**src/rtl/multicycle_sequencer_if.sv**
```systemverilog
// Bundle of datapath strobes, memory handshakes and status between the
// multicycle sequencer (master) and the datapath/memory side (slave).
interface multicycle_sequencer_if #(
    parameter int WIDTH = 32,
    parameter int CNT_W = 32
);
    logic             run;
    logic [WIDTH-1:0] instruction;
    logic             zero;
    logic             imem_ready;
    logic             dmem_ready;
    logic             imem_req;
    logic             dmem_req;
    logic             memtoread;
    logic             memwrite;
    logic             irwrite;
    logic             pcwrite;
    logic             pcsrc;
    logic             alusrc;
    logic [3:0]       aluop;
    logic             memtoreg;
    logic             regwrite;
    logic             illegal;
    logic             buserr;
    logic [CNT_W-1:0] retired;

    modport master (
        input  run, instruction, zero, imem_ready, dmem_ready,
        output imem_req, dmem_req, memtoread, memwrite, irwrite,
        output pcwrite, pcsrc, alusrc, aluop, memtoreg, regwrite,
        output illegal, buserr, retired
    );

    modport slave (
        output run, instruction, zero, imem_ready, dmem_ready,
        input  imem_req, dmem_req, memtoread, memwrite, irwrite,
        input  pcwrite, pcsrc, alusrc, aluop, memtoreg, regwrite,
        input  illegal, buserr, retired
    );
endinterface

```
**src/rtl/multicycle_sequencer.sv**
```systemverilog
// Multi-cycle control FSM for the RV32 add/sub/and/or/lw/sw/beq subset:
// fetch/decode/exec/mem/wb over one ALU, with illegal and bus-timeout traps.
module multicycle_sequencer #(
    parameter int WIDTH   = 32,
    parameter int TIMEOUT = 16,
    parameter int CNT_W   = 32
) (
    input logic clk,
    input logic rst,
    multicycle_sequencer_if.master bus
);
    localparam int WW = $clog2(TIMEOUT);
    localparam logic [3:0] OP_AND  = 4'b0000;
    localparam logic [3:0] OP_OR   = 4'b0001;
    localparam logic [3:0] OP_ADD  = 4'b0010;
    localparam logic [3:0] OP_SUB  = 4'b0110;
    localparam logic [3:0] OP_NONE = 4'b1111;

    typedef enum logic [2:0] {
        FETCH, DECODE, EXEC, MEM, WB, TRAP
    } state_t;

    typedef enum logic [1:0] {
        C_R, C_BEQ, C_LW, C_SW
    } cls_t;

    state_t           state;
    cls_t             cls;
    logic [3:0]       op;
    logic [WW-1:0]    wcnt;
    logic             illegal;
    logic             buserr;
    logic [CNT_W-1:0] retired;

    logic [6:0] opcode;
    logic [2:0] f3;
    logic       f7b5;
    logic       legal;
    cls_t       dcls;
    logic [3:0] dop;
    logic       limit;
    logic       unused_bits;

    assign opcode = bus.instruction[6:0];
    assign f3     = bus.instruction[14:12];
    assign f7b5   = bus.instruction[30];
    assign limit  = (wcnt == WW'(TIMEOUT - 1));
    assign unused_bits = ^{bus.instruction[WIDTH-1:31],
                           bus.instruction[29:15],
                           bus.instruction[11:7]};

    always_comb begin
        legal = 1'b0;
        dcls  = C_R;
        dop   = OP_NONE;
        case (opcode)
            7'b1100011: begin legal = 1'b1; dcls = C_BEQ; dop = OP_SUB; end
            7'b0000011: begin legal = 1'b1; dcls = C_LW;  dop = OP_ADD; end
            7'b0100011: begin legal = 1'b1; dcls = C_SW;  dop = OP_ADD; end
            7'b0110011: begin
                case ({f3, f7b5})
                    4'b000_0: begin legal = 1'b1; dop = OP_ADD; end
                    4'b000_1: begin legal = 1'b1; dop = OP_SUB; end
                    4'b110_0: begin legal = 1'b1; dop = OP_OR;  end
                    4'b111_0: begin legal = 1'b1; dop = OP_AND; end
                    default:  legal = 1'b0;
                endcase
            end
            default: legal = 1'b0;
        endcase
    end

    always_ff @(posedge clk or posedge rst) begin
        if (rst) begin
            state   <= FETCH;
            cls     <= C_R;
            op      <= OP_NONE;
            wcnt    <= '0;
            illegal <= 1'b0;
            buserr  <= 1'b0;
            retired <= '0;
        end else begin
            unique case (state)
                FETCH: begin
                    if (!bus.run) begin
                        wcnt <= '0;
                    end else if (bus.imem_ready) begin
                        wcnt  <= '0;
                        state <= DECODE;
                    end else if (limit) begin
                        wcnt   <= '0;
                        buserr <= 1'b1;
                        state  <= TRAP;
                    end else begin
                        wcnt <= wcnt + WW'(1);
                    end
                end
                DECODE: begin
                    if (legal) begin
                        cls   <= dcls;
                        op    <= dop;
                        state <= EXEC;
                    end else begin
                        illegal <= 1'b1;
                        state   <= TRAP;
                    end
                end
                EXEC: begin
                    unique case (cls)
                        C_BEQ: begin
                            retired <= retired + CNT_W'(1);
                            state   <= FETCH;
                        end
                        C_R:     state <= WB;
                        default: state <= MEM;
                    endcase
                end
                MEM: begin
                    // READY on the limit cycle still completes the access
                    if (bus.dmem_ready) begin
                        wcnt <= '0;
                        if (cls == C_SW) begin
                            retired <= retired + CNT_W'(1);
                            state   <= FETCH;
                        end else begin
                            state <= WB;
                        end
                    end else if (limit) begin
                        wcnt   <= '0;
                        buserr <= 1'b1;
                        state  <= TRAP;
                    end else begin
                        wcnt <= wcnt + WW'(1);
                    end
                end
                WB: begin
                    retired <= retired + CNT_W'(1);
                    state   <= FETCH;
                end
                TRAP:    state <= TRAP;
                default: state <= FETCH;
            endcase
        end
    end

    // Strobes are gated by rst so an aborted instruction leaves nothing asserted.
    always_comb begin
        bus.imem_req  = 1'b0;
        bus.dmem_req  = 1'b0;
        bus.memtoread = 1'b0;
        bus.memwrite  = 1'b0;
        bus.irwrite   = 1'b0;
        bus.pcwrite   = 1'b0;
        bus.pcsrc     = 1'b0;
        bus.alusrc    = 1'b0;
        bus.aluop     = OP_NONE;
        bus.memtoreg  = 1'b0;
        bus.regwrite  = 1'b0;
        if (!rst) begin
            unique case (state)
                FETCH: begin
                    bus.imem_req = bus.run;
                    bus.irwrite  = bus.run & bus.imem_ready;
                end
                EXEC: begin
                    bus.aluop  = op;
                    bus.alusrc = (cls == C_LW) || (cls == C_SW);
                    if (cls == C_BEQ) begin
                        bus.pcwrite = 1'b1;
                        bus.pcsrc   = bus.zero;
                    end
                end
                MEM: begin
                    bus.dmem_req  = 1'b1;
                    bus.alusrc    = 1'b1;
                    bus.aluop     = OP_ADD;
                    bus.memtoread = (cls == C_LW);
                    bus.memwrite  = (cls == C_SW);
                    bus.pcwrite   = (cls == C_SW) && bus.dmem_ready;
                end
                WB: begin
                    bus.regwrite = 1'b1;
                    bus.memtoreg = (cls == C_LW);
                    bus.pcwrite  = 1'b1;
                end
                DECODE, TRAP: ;
                default: ;
            endcase
        end
    end

    assign bus.illegal = illegal;
    assign bus.buserr  = buserr;
    assign bus.retired = retired;
endmodule
```
**src/flat_wrapper.sv**
```systemverilog
// flat-port wrapper written by rule: the top's interface ports become plain ports
module multicycle_sequencer_flat 
#(
    parameter int WIDTH   = 32,
    parameter int TIMEOUT = 16,
    parameter int CNT_W   = 32
)
  (clk, rst, bus_run, bus_instruction, bus_zero, bus_imem_ready, bus_dmem_ready, bus_imem_req, bus_dmem_req, bus_memtoread, bus_memwrite, bus_irwrite, bus_pcwrite, bus_pcsrc, bus_alusrc, bus_aluop, bus_memtoreg, bus_regwrite, bus_illegal, bus_buserr, bus_retired);
  multicycle_sequencer_if #(.WIDTH(WIDTH), .CNT_W(CNT_W)) bus_i ();
  input logic clk;
  input logic rst;
  input wire logic [$bits(bus_i.run)-1:0] bus_run;
  input wire logic [$bits(bus_i.instruction)-1:0] bus_instruction;
  input wire logic [$bits(bus_i.zero)-1:0] bus_zero;
  input wire logic [$bits(bus_i.imem_ready)-1:0] bus_imem_ready;
  input wire logic [$bits(bus_i.dmem_ready)-1:0] bus_dmem_ready;
  output wire logic [$bits(bus_i.imem_req)-1:0] bus_imem_req;
  output wire logic [$bits(bus_i.dmem_req)-1:0] bus_dmem_req;
  output wire logic [$bits(bus_i.memtoread)-1:0] bus_memtoread;
  output wire logic [$bits(bus_i.memwrite)-1:0] bus_memwrite;
  output wire logic [$bits(bus_i.irwrite)-1:0] bus_irwrite;
  output wire logic [$bits(bus_i.pcwrite)-1:0] bus_pcwrite;
  output wire logic [$bits(bus_i.pcsrc)-1:0] bus_pcsrc;
  output wire logic [$bits(bus_i.alusrc)-1:0] bus_alusrc;
  output wire logic [$bits(bus_i.aluop)-1:0] bus_aluop;
  output wire logic [$bits(bus_i.memtoreg)-1:0] bus_memtoreg;
  output wire logic [$bits(bus_i.regwrite)-1:0] bus_regwrite;
  output wire logic [$bits(bus_i.illegal)-1:0] bus_illegal;
  output wire logic [$bits(bus_i.buserr)-1:0] bus_buserr;
  output wire logic [$bits(bus_i.retired)-1:0] bus_retired;
  assign bus_i.run = bus_run;
  assign bus_i.instruction = bus_instruction;
  assign bus_i.zero = bus_zero;
  assign bus_i.imem_ready = bus_imem_ready;
  assign bus_i.dmem_ready = bus_dmem_ready;
  assign bus_imem_req = bus_i.imem_req;
  assign bus_dmem_req = bus_i.dmem_req;
  assign bus_memtoread = bus_i.memtoread;
  assign bus_memwrite = bus_i.memwrite;
  assign bus_irwrite = bus_i.irwrite;
  assign bus_pcwrite = bus_i.pcwrite;
  assign bus_pcsrc = bus_i.pcsrc;
  assign bus_alusrc = bus_i.alusrc;
  assign bus_aluop = bus_i.aluop;
  assign bus_memtoreg = bus_i.memtoreg;
  assign bus_regwrite = bus_i.regwrite;
  assign bus_illegal = bus_i.illegal;
  assign bus_buserr = bus_i.buserr;
  assign bus_retired = bus_i.retired;
  multicycle_sequencer #(.WIDTH(WIDTH), .TIMEOUT(TIMEOUT), .CNT_W(CNT_W)) u_core (.clk(clk), .rst(rst), .bus(bus_i));
endmodule
```
**config.mk**
```make
export PLATFORM = sky130hd
export DESIGN_NAME = multicycle_sequencer_flat
export DESIGN_NICKNAME = d
export VERILOG_FILES = /design/src/rtl/multicycle_sequencer_if.sv /design/src/rtl/multicycle_sequencer.sv /design/src/flat_wrapper.sv
export SDC_FILE = /design/constraint.sdc
export NUM_CORES = 1
export LEC_CHECK = 0
export BUFFER_PORTS_ARGS = -buffer_cell sky130_fd_sc_hd__clkbuf_2
export CAP_MARGIN = 0
export CELL_PAD_IN_SITES_DETAIL_PLACEMENT = 2
export CELL_PAD_IN_SITES_GLOBAL_PLACEMENT = 2
export CORE_ASPECT_RATIO = 1.25
export CORE_MARGIN = 2
export CORE_UTILIZATION = 32
export DETAILED_ROUTE_END_ITERATION = 10
export PLACE_DENSITY = 0.92
export SYNTH_ARGS = -nofsm -noshare
export SYNTH_HDL_FRONTEND = slang
export SYNTH_SLANG_ARGS = --single-unit
```
**constraint.sdc**
```tcl
create_clock -name clk -period 4.37 [get_ports clk]
set_clock_uncertainty 0.1 [all_clocks]
set_input_delay 0.6555 -clock clk [delete_from_list [all_inputs] [get_ports clk]]
set_output_delay 0.6555 -clock clk [all_outputs]
set_load 0.1 [all_outputs]
```
Word level (Yosys, flattened, before mapping):

Cells that the tools add are included.

* logic and storage cells: 98
* input bits: 38
* flip-flop bits (word level): 47

* multiplexer cells: 51
* bitwise logic cells: 2
* $add $sub $neg: 2
* equality and inequality tests: 22
* reduce and logical (&&, ||, !) cells: 14

Operators with widths (number)
* two-way mux 32 bit: 3
* case mux 32 bit (3 select lines): 1
* adder 32 x 1 -> 32 bit (second input constant): 1
* two-way mux 1 bit: 25
* two-way mux 4 bit: 5
* two-way mux 3 bit: 6
* case mux 4 bit (2 select lines): 2
* case mux 4 bit (4 select lines): 1
* case mux 3 bit (5 select lines): 1
* equality test 7 x 6 -> 1 bit (second input constant): 2
* equality test 4 bit (second input constant): 3
* case mux 4 bit (3 select lines): 1
* inequality test 2 bit (second input constant): 4
* AND reduction 4 bit: 2
* equality test 7 x 2 -> 1 bit (second input constant): 1
* equality test 7 bit (second input constant): 1
* equality test 3 x 2 -> 1 bit (second input constant): 2
* equality test 3 bit (second input constant): 2
* case mux 1 bit (2 select lines): 3
* case mux 2 bit (3 select lines): 1
* case mux 3 bit (2 select lines): 1
* adder 4 x 1 -> 4 bit (second input constant): 1
* equality test 2 bit (second input constant): 2
* equality test 4 x 1 -> 1 bit (second input constant): 1
* 17 further kinds: 19

Longest topological paths before layout:

Gate-level depths: netlist of run 1.

* depth in word-level cells: 6
* depth in mapped cells: 7
* mapped depth without buffers: 6

Worst setup path before layout of run 1:

Ideal clock, no wire load.

* kind: reg2out
* start point: register u_core.state[0]
* end point: output bus_memtoreg
* arrival time: 4.861 ns
* stages on the path, launching flop included: 5
* required time: 3.614 ns
* setup slack: -1.247 ns
* cells stage by stage: dfrtp_1 > buf_2 > clkbuf_1 > nor4_1 > and3b_1

* cells in the longest elaborated chain, start to end: 3

Ends and longest elaborated chain
* start, declared: RTL line multicycle_sequencer.sv:27 `state_t state;`
* start signal, assigned: RTL line multicycle_sequencer.sv:75 `state <= FETCH;`
* start signal, assigned: RTL line multicycle_sequencer.sv:89 `state <= DECODE;`
* start signal, assigned: RTL line multicycle_sequencer.sv:93 `state <= TRAP;`
* equality test 3 bit: RTL line multicycle_sequencer.sv:160 `unique case (state)`
* two-way mux 1 bit: RTL line multicycle_sequencer.sv:160
* two-way mux 1 bit: RTL line multicycle_sequencer.sv:159 `if (!rst) begin`
* end, declared: RTL line flat_wrapper.sv:26 `output wire logic [$bits(bus_i.memtoreg)-1:0] bus_memtoreg;`

Every way passes these cells.

Worst setup path in the final report of run 1:

* start point: register u_core.state[1]
* end point: output bus_memwrite

* cells in the longest elaborated chain, start to end: 3

Ends and longest elaborated chain
* equality test 3 x 2 -> 1 bit: RTL line multicycle_sequencer.sv:160
* two-way mux 1 bit: RTL line multicycle_sequencer.sv:160
* two-way mux 1 bit: RTL line multicycle_sequencer.sv:159
* end, declared: RTL line flat_wrapper.sv:20 `output wire logic [$bits(bus_i.memwrite)-1:0] bus_memwrite;`

Every way passes these cells.

==> results of run 1 <==
metal layers:
layer | part of all wire, % | up-vias | GRT usage, %
met5 | 0 | - | 0
met2 | 55 | 57 | 33.4
met3 | 3.7 | 10 | 3.17
met1 | 40 | 1114 | 20.2
met4 | 1.4 | 0 | 4.38
li1 | - | 1044 | -
state kept, by name, indices dropped and copies added (netlist names):
| signal | cells |
|---|---|
| u_core.bus.retired | 32 |
| u_core.op | 4 |
| u_core.wcnt | 4 |
| u_core.state | 3 |
| u_core.cls | 2 |
| u_core.bus.buserr | 1 |
| u_core.bus.illegal | 1 |
critical path: cells and delay by family (launching register included):
| family | cells | cell delay, ns |
|---|---|---|
| simple gates | 4 | 0.88 |
| buf+inv | 2 | 0.55 |
| flops | 1 | 0.59 |
worst max path at each step:
stage / from / slack (ns) / to
4_1_cts: u_core.state[1] / 1.26 / bus_memtoread
6_report: u_core.state[1] / 1.30 / bus_memwrite
2_1_floorplan: u_core.state[0] / 0.09 / bus_memtoreg
5_1_grt: u_core.state[1] / 1.07 / bus_memtoread
3_5_place_dp: bus_dmem_ready / 1.53 / u_core.bus.retired[22]
3_3_place_gp: rst / 1.55 / bus_memtoread
cell families (layout without fill, tap and decap cells):
kind of cell    after synthesis  count (layout)  share of synthesized area, %
simple gates                124             124                          28.6
buf+inv                      19              84                          2.98
flops                        47              47                          46.2
fa+ha+maj                     2               2                         0.978
mux                           4               4                          1.71
compound gates               35              35                          8.95
xor+xnor                     31              31                          10.6
layout by cell type (no fill, tap or decap), types with 4 or more instances in the layout:
cell / Yosys / routed
a21oi_1: 4 / 4
dfstp_2: 4 / 4
nor2_1: 26 / 26
dfrtp_1: 43 / 43
and3_1: 5 / 5
nand2b_1: 5 / 5
nor3_1: 9 / 9
nor4_2: 3 / 4
nand4_1: 10 / 10
nand3_1: 10 / 10
nor3_2: 4 / 4
xor2_1: 21 / 21
nand2_1: 27 / 27
clkbuf_8: 0 / 5
o21ai_0: 13 / 13
xnor2_1: 10 / 10
inv_1: 12 / 11
clkbuf_2: 0 / 64
through the flow:
step | setup WS [ns] | total power, mW | instance area (um2) | util, % | cells
after floorplan | 0.0906 | 0.969 | 2560 | - | 262
after global placement | 1.55 | 1.06 | 2970 | 38.1 | 414
after detailed placement | 1.53 | 1.09 | 2970 | 38.1 | 414
after CTS | 1.26 | 1.48 | 3100 | 39.8 | 422
after global routing | 1.07 | 1.54 | 3100 | 39.8 | 422
final | 1.30 | 1.45 | 3100 | 39.8 | 422
area by class of cell:
class / count / area, um2
flip-flops and latches: 47 / 1180
clock buffers: 6 / 72.6
clock inverters: 2 / 60.1
repair buffers: 64 / 320
well taps: 95 / 119
inverters: 12 / 45.0
multi-input cells: 196 / 1310
fillers: 886 / 4690
report_power, final:
group | internal [mW] | total, mW | switching, mW
logic | 0.108 | 0.486 | 0.377
registers | 0.485 | 0.583 | 0.0980
clock network | 0.229 | 0.381 | 0.153
total | 0.822 | 1.45 | 0.628
==> impl_metrics.json, run 1 <==
{
  "worstHoldEndpoint": "u_core.op[1]",
  "first_global_vias": 2497,
  "wl_per_cell_um": 17.1,
  "r2r.worst_path.cells": 5,
  "grt_max_degree": 48,
  "initial_utilization_pct": 32.8,
  "max_stage_delay_ns": 0.59,
  "postSynthCellCount": 262,
  "outcome": "completed",
  "hp-class": "reg2reg",
  "relSlewSlack_pct": 31.2,
  "synth_cell_types": 56,
  "endpoint_kind": "primary output",
  "worstSetupPathType": "reg2out",
  "yosysSeqAreaShare_pct": 46.2,
  "layout_min_cycle_time_ns": 3.07,
  "cts_max_level": 2,
  "min_from": "u_core.op[1]",
  "setup_viol": 0,
  "synth_area_um2": 2560,
  "fin_nets": 366,
  "cts-resized-gates": 0,
  "cts_tree": "yes",
  "worst_pin_slew_ns": 1.03,
  "areaGrowthSynthToFinish_pct": 21.4,
  "layout-drive-gt1-share_pct": 30.0,
  "grt_usage_pct": 17.6,
  "die_x_um": 84.0,
  "wl_mm": 7.20,
  "fp.dieArea_um2": 8730,
  "ios": 86,
  "synth_fp_nets": 302,
  "finalHoldViolations": 0,
  "firstDrtPassIters": 4,
  "p_per_area_nw_per_um2": 467,
  "ctsHoldBuffers": 0,
  "viasPerCell": 5.27,
  "synth_commonest_cells": "43 x dfrtp_1, 27 x nand2_1, 26 x nor2_1",
  "clock_path_buffers": 2,
  "worstPathArrival_ns": 2.32,
  "whs_ns": 0.372,
  "grt_pass1_wl_mm": 12.6,
  "synth_edf_count": 0,
  "reg2reg_from": "u_core.state[0]",
  "fin_tns_setup_ns": 0,
  "core_area_um2": 7790,
  "synthMostInstantiatedCell": "dfrtp_1",
  "synthFlopType": "dfrtp_1",
  "avgSynthCellArea_um2": 9.76,
  "cts_setup_buffers": 0,
  "gr-total-overflow": 0,
  "via_count": 2225,
  "path_cells": "nand2b_1 -> nor2_1 -> nand2_1 -> inv_1 -> and3_1 -> clkbuf_2",
  "r2r_end": "u_core.bus.retired[22]",
  "worstPathMaxFanout": 12,
  "ant_nets": 0,
  "yosys_register_bits": 47,
  "cts_buffers": 5,
  "async_flop_share_pct": 100,
  "remaining_drc_errors": 0,
  "dp_hpwl_mm": 5.54,
  "slew_violations": 0,
  "die_h_um": 104,
  "max-cap-violations": 0,
  "io_buffers": 64,
  "worst_path_max_delay_cell": "dfrtp_1",
  "drt_iter0_markers": 39,
  "antenna_cells": 0,
  "ys_warn_count": 0,
  "yosys.area.top_type": "dfrtp_1",
  "ir_drop_mv": 0.281,
  "worst-r2r-setup-slack_ns": 1.69,
  "rsz0062_at_grt": "false",
  "synth_top_area_share_pct": 42.1,
  "rows": 36,
  "clock-root-buffer": "clkbuf_8",
  "fmax_mhz": 325,
  "worstPathRequired_ns": 3.61,
  "cts.sinks": 47,
  "path_clk_slew_ns": 0.09,
  "start_kind": "flop",
  "p_leak_nw": 1.53,
  "synthTopCellsByArea": "dfrtp_1 42%, xor2_1 7.2%, dfstp_2 4.1%, nand2_1 4.0%, nor2_1 3.8%",
  "antenna_found_initial": 0,
  "worstSkewPairLatency_ns": 0.30,
  "timing.final.crit_share_pct": 70.3,
  "hold_path_depth": 2,
  "gp_congestion": 0.781
}
No activity file was read; power rests on OpenSTA's default activity.
==> inputs of run 2 (changes only) <==
--- a/config.mk
+++ b/config.mk
@@ -5,15 +5,16 @@
 export SDC_FILE = /design/constraint.sdc
 export NUM_CORES = 1
 export LEC_CHECK = 0
+export ABC_AREA = 1
 export BUFFER_PORTS_ARGS = -buffer_cell sky130_fd_sc_hd__clkbuf_2
 export CAP_MARGIN = 0
 export CELL_PAD_IN_SITES_DETAIL_PLACEMENT = 2
 export CELL_PAD_IN_SITES_GLOBAL_PLACEMENT = 2
 export CORE_ASPECT_RATIO = 1.25
 export CORE_MARGIN = 2
-export CORE_UTILIZATION = 32
+export CORE_UTILIZATION = 27
 export DETAILED_ROUTE_END_ITERATION = 10
-export PLACE_DENSITY = 0.92
+export PLACE_DENSITY = 0.87
 export SYNTH_ARGS = -nofsm -noshare
 export SYNTH_HDL_FRONTEND = slang
 export SYNTH_SLANG_ARGS = --single-unit
==> constraint.sdc (replaced) <==
create_clock -name clk -period 3.1 [get_ports clk]
set_clock_uncertainty 0.1 [all_clocks]
set_input_delay 0.465 -clock clk [delete_from_list [all_inputs] [get_ports clk]]
set_output_delay 0.465 -clock clk [all_outputs]
set_load 0.1 [all_outputs]
==> run 2 against run 1 <==
  * Area after synthesis increased by 17%
  * Synthesized cell count increased by 80%
  * Sequential power increased by 33%
  * Critical path depth unchanged
  * Hold slack got worse by 0.020 ns
  * Power increased by 46%
  * Setup slack got worse by 0.99 ns
  * Die area increased by 37%
  * Cell area increased by 18%
  * Register-to-register slack got worse by 0.63 ns
  * Cell count increased by 60%
  * First-iteration DRC count increased by 62%
  * Critical path type unchanged
  * Critical endpoint is now bus_pcwrite
==> impl_metrics.json, run 2 <==
{
  "synth_cell_types": 28,
  "worstSetupPathType": "reg2out",
  "antenna_found_initial": 0,
  "worstPathRequired_ns": 2.53,
  "outcome": "completed",
  "synthTopCellsByArea": "dfrtp_1 36%, nand2_1 25%, nor2_1 10%, inv_1 6.1%, nand3_1 6.0%",
  "rsz0062_at_grt": "false",
  "die_h_um": 122,
  "layout-drive-gt1-share_pct": 16.3,
  "cts_max_level": 2,
  "grt_usage_pct": 18.0,
  "p_sw_uw": 944,
  "core_area_um2": 11000,
  "pwr-share-seq_pct": 36.6,
  "layout_commonest_cell": "nand2_1",
  "clock_path_buffers": 2,
  "cts_tree": "yes",
  "antenna_cells": 0,
  "cts-resized-gates": 0,
  "gr-total-overflow": 0,
  "fin_area_um2": 3650,
  "layout_min_cycle_time_ns": 2.79,
  "hp-class": "in2reg",
  "start_kind": "flop",
  "postSynthCellCount": 472,
  "io_buffers": 64,
  "yosys.area.top_type": "dfrtp_1",
  "avgSynthCellArea_um2": 6.36,
  "synthMostInstantiatedCell": "nand2_1",
  "largest_register_ffs": 32,
  "yosys_register_bits": 47,
  "dp_hpwl_mm": 8.25,
  "cts_setup_buffers": 0,
  "internal_power_mw": 1.17,
  "rows": 43,
  "fillers": 1416,
  "ys_warn_count": 0,
  "relSlewSlack_pct": 53.6,
  "worstPathMaxFanout": 15,
  "p_comb_share_pct": 35.1,
  "fp.dieArea_um2": 12000,
  "initial_utilization_pct": 27.4,
  "slew_violations": 0,
  "synth_edf_count": 0,
  "finalHoldViolations": 0,
  "grt_max_degree": 48,
  "wl_mm": 10.4,
  "drt_iter0_markers": 63,
  "layout_common_cells": "199 x nand2_1, 82 x nor2_1, 63 x clkbuf_2, 48 x inv_1, 43 x dfrtp_1",
  "setup_viol": 0,
  "yosysSeqAreaShare_pct": 39.3,
  "path_clk_slew_ns": 0.07,
  "timing.final.crit_share_pct": 90.1,
  "p_leak_nw": 1.80,
  "fmax_mhz": 358,
  "areaGrowthSynthToFinish_pct": 21.7,
  "worstPathArrival_ns": 2.23,
  "firstDrtPassIters": 4,
  "gp_congestion": 0.801,
  "swShare_pct": 44.6,
  "ir_drop_mv": 0.241,
  "ctsHoldBuffers": 0,
  "max-cap-violations": 0,
  "ant_nets": 0,
  "fin_nets": 579,
  "worstSkewPairLatency_ns": 0.30,
  "grt_pass1_wl_mm": 17.2,
  "synth_commonest_cells": "199 x nand2_1, 83 x nor2_1, 49 x inv_1",
  "endpoint_kind": "primary output",
  "first_global_vias": 3683,
  "remaining_drc_errors": 0,
  "clock-root-buffer": "clkbuf_16",
  "wl_per_cell_um": 15.4,
  "synth_area_um2": 3000,
  "place_area_um2": 3500,
  "ios": 86,
  "p_per_area_nw_per_um2": 580,
  "viasPerCell": 4.81,
  "p_clk_share_pct": 28.3,
  "synth_fp_nets": 512,
  "largestRegisters": "u_core.bus.retired: 32 flops, u_core.op: 4 flops, u_core.wcnt: 4 flops",
  "synthFlopType": "dfrtp_1",
  "finalPower_mw": 2.12,
  "regMostFlops": "u_core.bus.retired",
  "async_flop_share_pct": 100,
  "die_x_um": 98.3,
  "via_count": 3249,
  "worst_pin_slew_ns": 0.695,
  "cts_buffers": 5,
  "synth_top_area_share_pct": 35.8,
  "cts.sinks": 47
}
run 2: kinds of logic (layout without fill, tap and decap cells):
kind of cell | count (synthesis) | in the layout | share of synthesized area (%)
DFF | 47 | 47 | 39.3
buffers and inverters | 56 | 124 | 7.50
AOI/OAI and AO/OA | 14 | 14 | 2.54
xor gates and xnor gates | 12 | 12 | 3.50
adders and majority gates | 2 | 2 | 0.833
muxes | 1 | 1 | 0.333
and+or+nand+nor | 340 | 340 | 46.0
run 2: cell type report:
type | instances | area, um2 | area share, %
clock buffer | 8 | 156 | 4.28
tap | 135 | 169 | 4.62
sequential | 47 | 1180 | 32.3
inverter | 50 | 188 | 5.14
timing repair buffer | 66 | 350 | 9.59
multi-input combinational | 369 | 1610 | 44.0
run 2: path summary, 6_finish.rpt:
kind                                      from  slack [ns]  cells past startpoint                endpoint
hold reg to reg                   u_core.op[3]        0.37                      2            u_core.op[3]
setup / recovery               u_core.state[0]        0.31                      6             bus_pcwrite
hold / removal             bus_instruction[12]        0.35                      4            u_core.op[0]
max in group asynchronous                  rst        2.01                      3  u_core.bus.retired[30]
min in group asynchronous                  rst        0.45                      3   u_core.bus.retired[3]
setup reg to reg               u_core.state[0]        1.06                      7   u_core.bus.retired[8]
run 2: per-layer routing:
layer	vias to the layer above	routed length [um]	GRT usage [%]
li1	1591	-	-
met5	-	0	0
met3	16	286	2.75
met4	0	255	6.08
met2	54	5970	37.1
met1	1588	3870	17.8
run 2: power groups by stage:
stage | registers (mW) | clock network [mW] | logic [mW]
after floorplan | 0.960 | 0 | 0.402
final | 0.775 | 0.599 | 0.743
after detailed placement | 0.788 | 0 | 0.757
after global routing | 0.790 | 0.630 | 0.806
after CTS | 0.776 | 0.616 | 0.760
after global placement | 0.779 | 0 | 0.727
run 2: critical path, stage by stage, from the launching register on:
cell and delay (ns):
dfrtp_1 0.50, nor2_1 0.11, nand2_1 0.19, nand2_1 0.10, nor2_2 0.54, nor2_1 0.09, clkbuf_2 0.39
run 2: metrics by stage:
stage          util (%)  std cells  setup TNS, ns  hold WS (ns)  setup slack (ns)
2_1_floorplan         -        472         -0.563         0.334            -0.282
3_3_place_gp       31.9        667              0         0.346             0.587
3_5_place_dp       31.9        667              0         0.362             0.572
4_1_cts            33.3        675              0         0.355             0.260
5_1_grt            33.3        675              0         0.394             0.106
6_report           33.3        675              0         0.352             0.306
==> inputs of run 3 (changes only) <==
--- a/config.mk
+++ b/config.mk
@@ -12,9 +12,11 @@
 export CELL_PAD_IN_SITES_GLOBAL_PLACEMENT = 2
 export CORE_ASPECT_RATIO = 1.25
 export CORE_MARGIN = 2
-export CORE_UTILIZATION = 27
+export CORE_UTILIZATION = 28
+export CTS_BUF_LIST = sky130_fd_sc_hd__clkbuf_2
 export DETAILED_ROUTE_END_ITERATION = 10
-export PLACE_DENSITY = 0.87
+export PLACE_DENSITY = 0.9
+export REMOVE_ABC_BUFFERS = 1
 export SYNTH_ARGS = -nofsm -noshare
 export SYNTH_HDL_FRONTEND = slang
 export SYNTH_SLANG_ARGS = --single-unit
==> run 3 against run 2 <==
  * Cell area shrank 3.9%
  * Cell count shrank 0.44%
  * Global-route usage grew 0.83 points
  * Largest cell class unchanged
  * Critical path depth is the same
  * Hold slack lost 0.18 ns
  * Combinational power is essentially flat
  * Clock power shrank 54%
  * Sequential power is essentially flat
==> impl_metrics.json, run 3 (synthesis results as in run 2) <==
{
  "p_comb_share_pct": 41.5,
  "cp_top_family": "buffers and inverters",
  "antenna_cells": 0,
  "max-cap-violations": 0,
  "wl_mm": 10.3,
  "ios": 86,
  "drt_iter0_markers": 50,
  "path_clk_slew_ns": 0.27,
  "finalPower_mw": 1.79,
  "worstPathMaxFanout": 7,
  "rsz0062_at_grt": "false",
  "cts_buffers": 5,
  "remaining_drc_errors": 0,
  "worstPathArrival_ns": 2.24,
  "worstSetupPathType": "reg2out",
  "start_kind": "flop",
  "die_x_um": 96.6,
  "pwr-share-seq_pct": 43.2,
  "gr-total-overflow": 0,
  "timing.final.crit_share_pct": 90.5,
  "layout_min_cycle_time_ns": 2.81,
  "clock-root-buffer": "clkbuf_2",
  "fp.dieArea_um2": 11600,
  "grt_max_degree": 48,
  "path_cells": "inv_1 -> nand2_1 -> nor2_1 -> nand2_1 -> a21oi_1 -> clkbuf_2",
  "worst_path_max_delay_cell": "dfrtp_1",
  "cts.sinks": 47,
  "ctsHoldBuffers": 0,
  "hp-class": "in2reg",
  "endpoint_kind": "primary output",
  "crit_path_frequent_cell": "nand2_1",
  "viasPerCell": 4.85,
  "outcome": "completed",
  "p_per_area_nw_per_um2": 509,
  "max_stage_delay_ns": 0.53,
  "rows": 42,
  "path_buf_inv": 2,
  "p_clk_share_pct": 15.3,
  "clock_path_buffers": 2,
  "regMostFlops": "u_core.bus.retired",
  "grt_usage_pct": 18.8,
  "p_leak_nw": 1.74,
  "relSlewSlack_pct": 57.1,
  "core_area_um2": 10500,
  "setup_viol": 0,
  "die_h_um": 120,
  "min_from": "bus_instruction[12]",
  "first_global_vias": 3667,
  "wl_per_cell_um": 15.3,
  "ant_nets": 0,
  "crit_path_start": "u_core.state[2]",
  "areaGrowthSynthToFinish_pct": 16.9,
  "p_sw_uw": 909,
  "ir_drop_mv": 0.311,
  "gp_congestion": 0.827,
  "layout_commonest_cell": "nand2_1",
  "reg2reg_from": "u_core.state[0]",
  "via_count": 3256,
  "slew_violations": 0,
  "dp_hpwl_mm": 8.31,
  "antenna_found_initial": 0,
  "cts_max_level": 2,
  "worstSkewPairLatency_ns": 0.47,
  "firstDrtPassIters": 4,
  "fin_util_pct": 33.4,
  "cts_tree": "yes",
  "finalHoldViolations": 0,
  "worst_pin_slew_ns": 0.644,
  "worstPathRequired_ns": 2.53,
  "largestRegisters": "u_core.bus.retired: 32 flops, u_core.op: 4 flops, u_core.wcnt: 4 flops",
  "largest_register_ffs": 32,
  "fmax_mhz": 356,
  "internal_power_uw": 879,
  "fin_nets": 579,
  "layout_common_cells": "199 x nand2_1, 83 x nor2_1, 69 x clkbuf_2, 48 x inv_1, 43 x dfrtp_1",
  "fin_tns_setup_ns": 0,
  "initial_utilization_pct": 28.6,
  "layout-drive-gt1-share_pct": 15.6,
  "io_buffers": 64,
  "cts_setup_buffers": 0,
  "swShare_pct": 50.8,
  "grt_pass1_wl_mm": 17.7
}
[run 3: changes by cell type in the layout (fill, tap and decap cells not counted), sizes merged]
cell and change:
clkinv +2, clkbuf -2, buf -1, clkinvlp +1
[run 3: worst register-to-register path, cell delays in order, from the launching register on]
cell and delay [ns]:
dfrtp_1 0.55, inv_1 0.19, nand3_1 0.19, nand3_2 0.38, buf_4 0.37, nand3_1 0.11
nand2_1 0.07, nand2_1 0.08, inv_1 0.04
[run 3: path summary, 6_finish.rpt]
check / slack, ns / depth (start not counted) / end
worst max-delay path: 0.29 / 6 / bus_alusrc
worst min-delay path: 0.17 / 4 / u_core.op[0]
worst max register to register: 0.97 / 8 / u_core.bus.retired[17]
worst min register to register: 0.38 / 2 / u_core.op[3]
max in group asynchronous: 2.24 / 3 / u_core.bus.retired[5]
min in group asynchronous: 0.20 / 3 / u_core.bus.illegal
[run 3: area by class of cell]
class	instances	area, um2
repair buffers	66	335
multi-input cells	369	1600
clock inverters	3	15.0
flip-flops and latches	47	1180
well taps	132	165
inverters	50	188
clock buffers	5	25.0
fillers	1364	7000
[run 3: power groups by stage]
stage                     Combinational [mW]  Sequential [mW]  Clock, mW
after floorplan                        0.358            0.968          0
after detailed placement               0.749            0.784          0
after global routing                   0.811            0.787      0.306
final                                  0.743            0.772      0.273
after CTS                              0.754            0.773      0.288
after global placement                 0.719            0.778          0
[run 3: layer usage]
metal	GRT usage, %	up-vias	routed length, um	share of wire [%]
met5	0	-	0	0
met4	6.78	0	330	3.2
met3	2.56	19	277	2.7
met2	37.4	63	5680	55
met1	19.9	1590	4010	39
li1	-	1584	-	-
[run 3: stage by stage]
stage | setup slack, ns | instances | hold slack, ns | instance area (um2)
3_3_place_gp | 0.623 | 664 | 0.345 | 3470
6_report | 0.294 | 672 | 0.168 | 3510
3_5_place_dp | 0.597 | 664 | 0.350 | 3470
2_1_floorplan | -0.358 | 466 | 0.328 | 2970
5_1_grt | 0.0937 | 672 | 0.152 | 3510
4_1_cts | 0.0317 | 672 | 0.127 | 3510
[run 3: repair_timing]
item	4_1_cts	5_1_grt
endpoints found under the hold margin	0	0
gates resized for setup	0	1
endpoints found under the setup margin	0	1
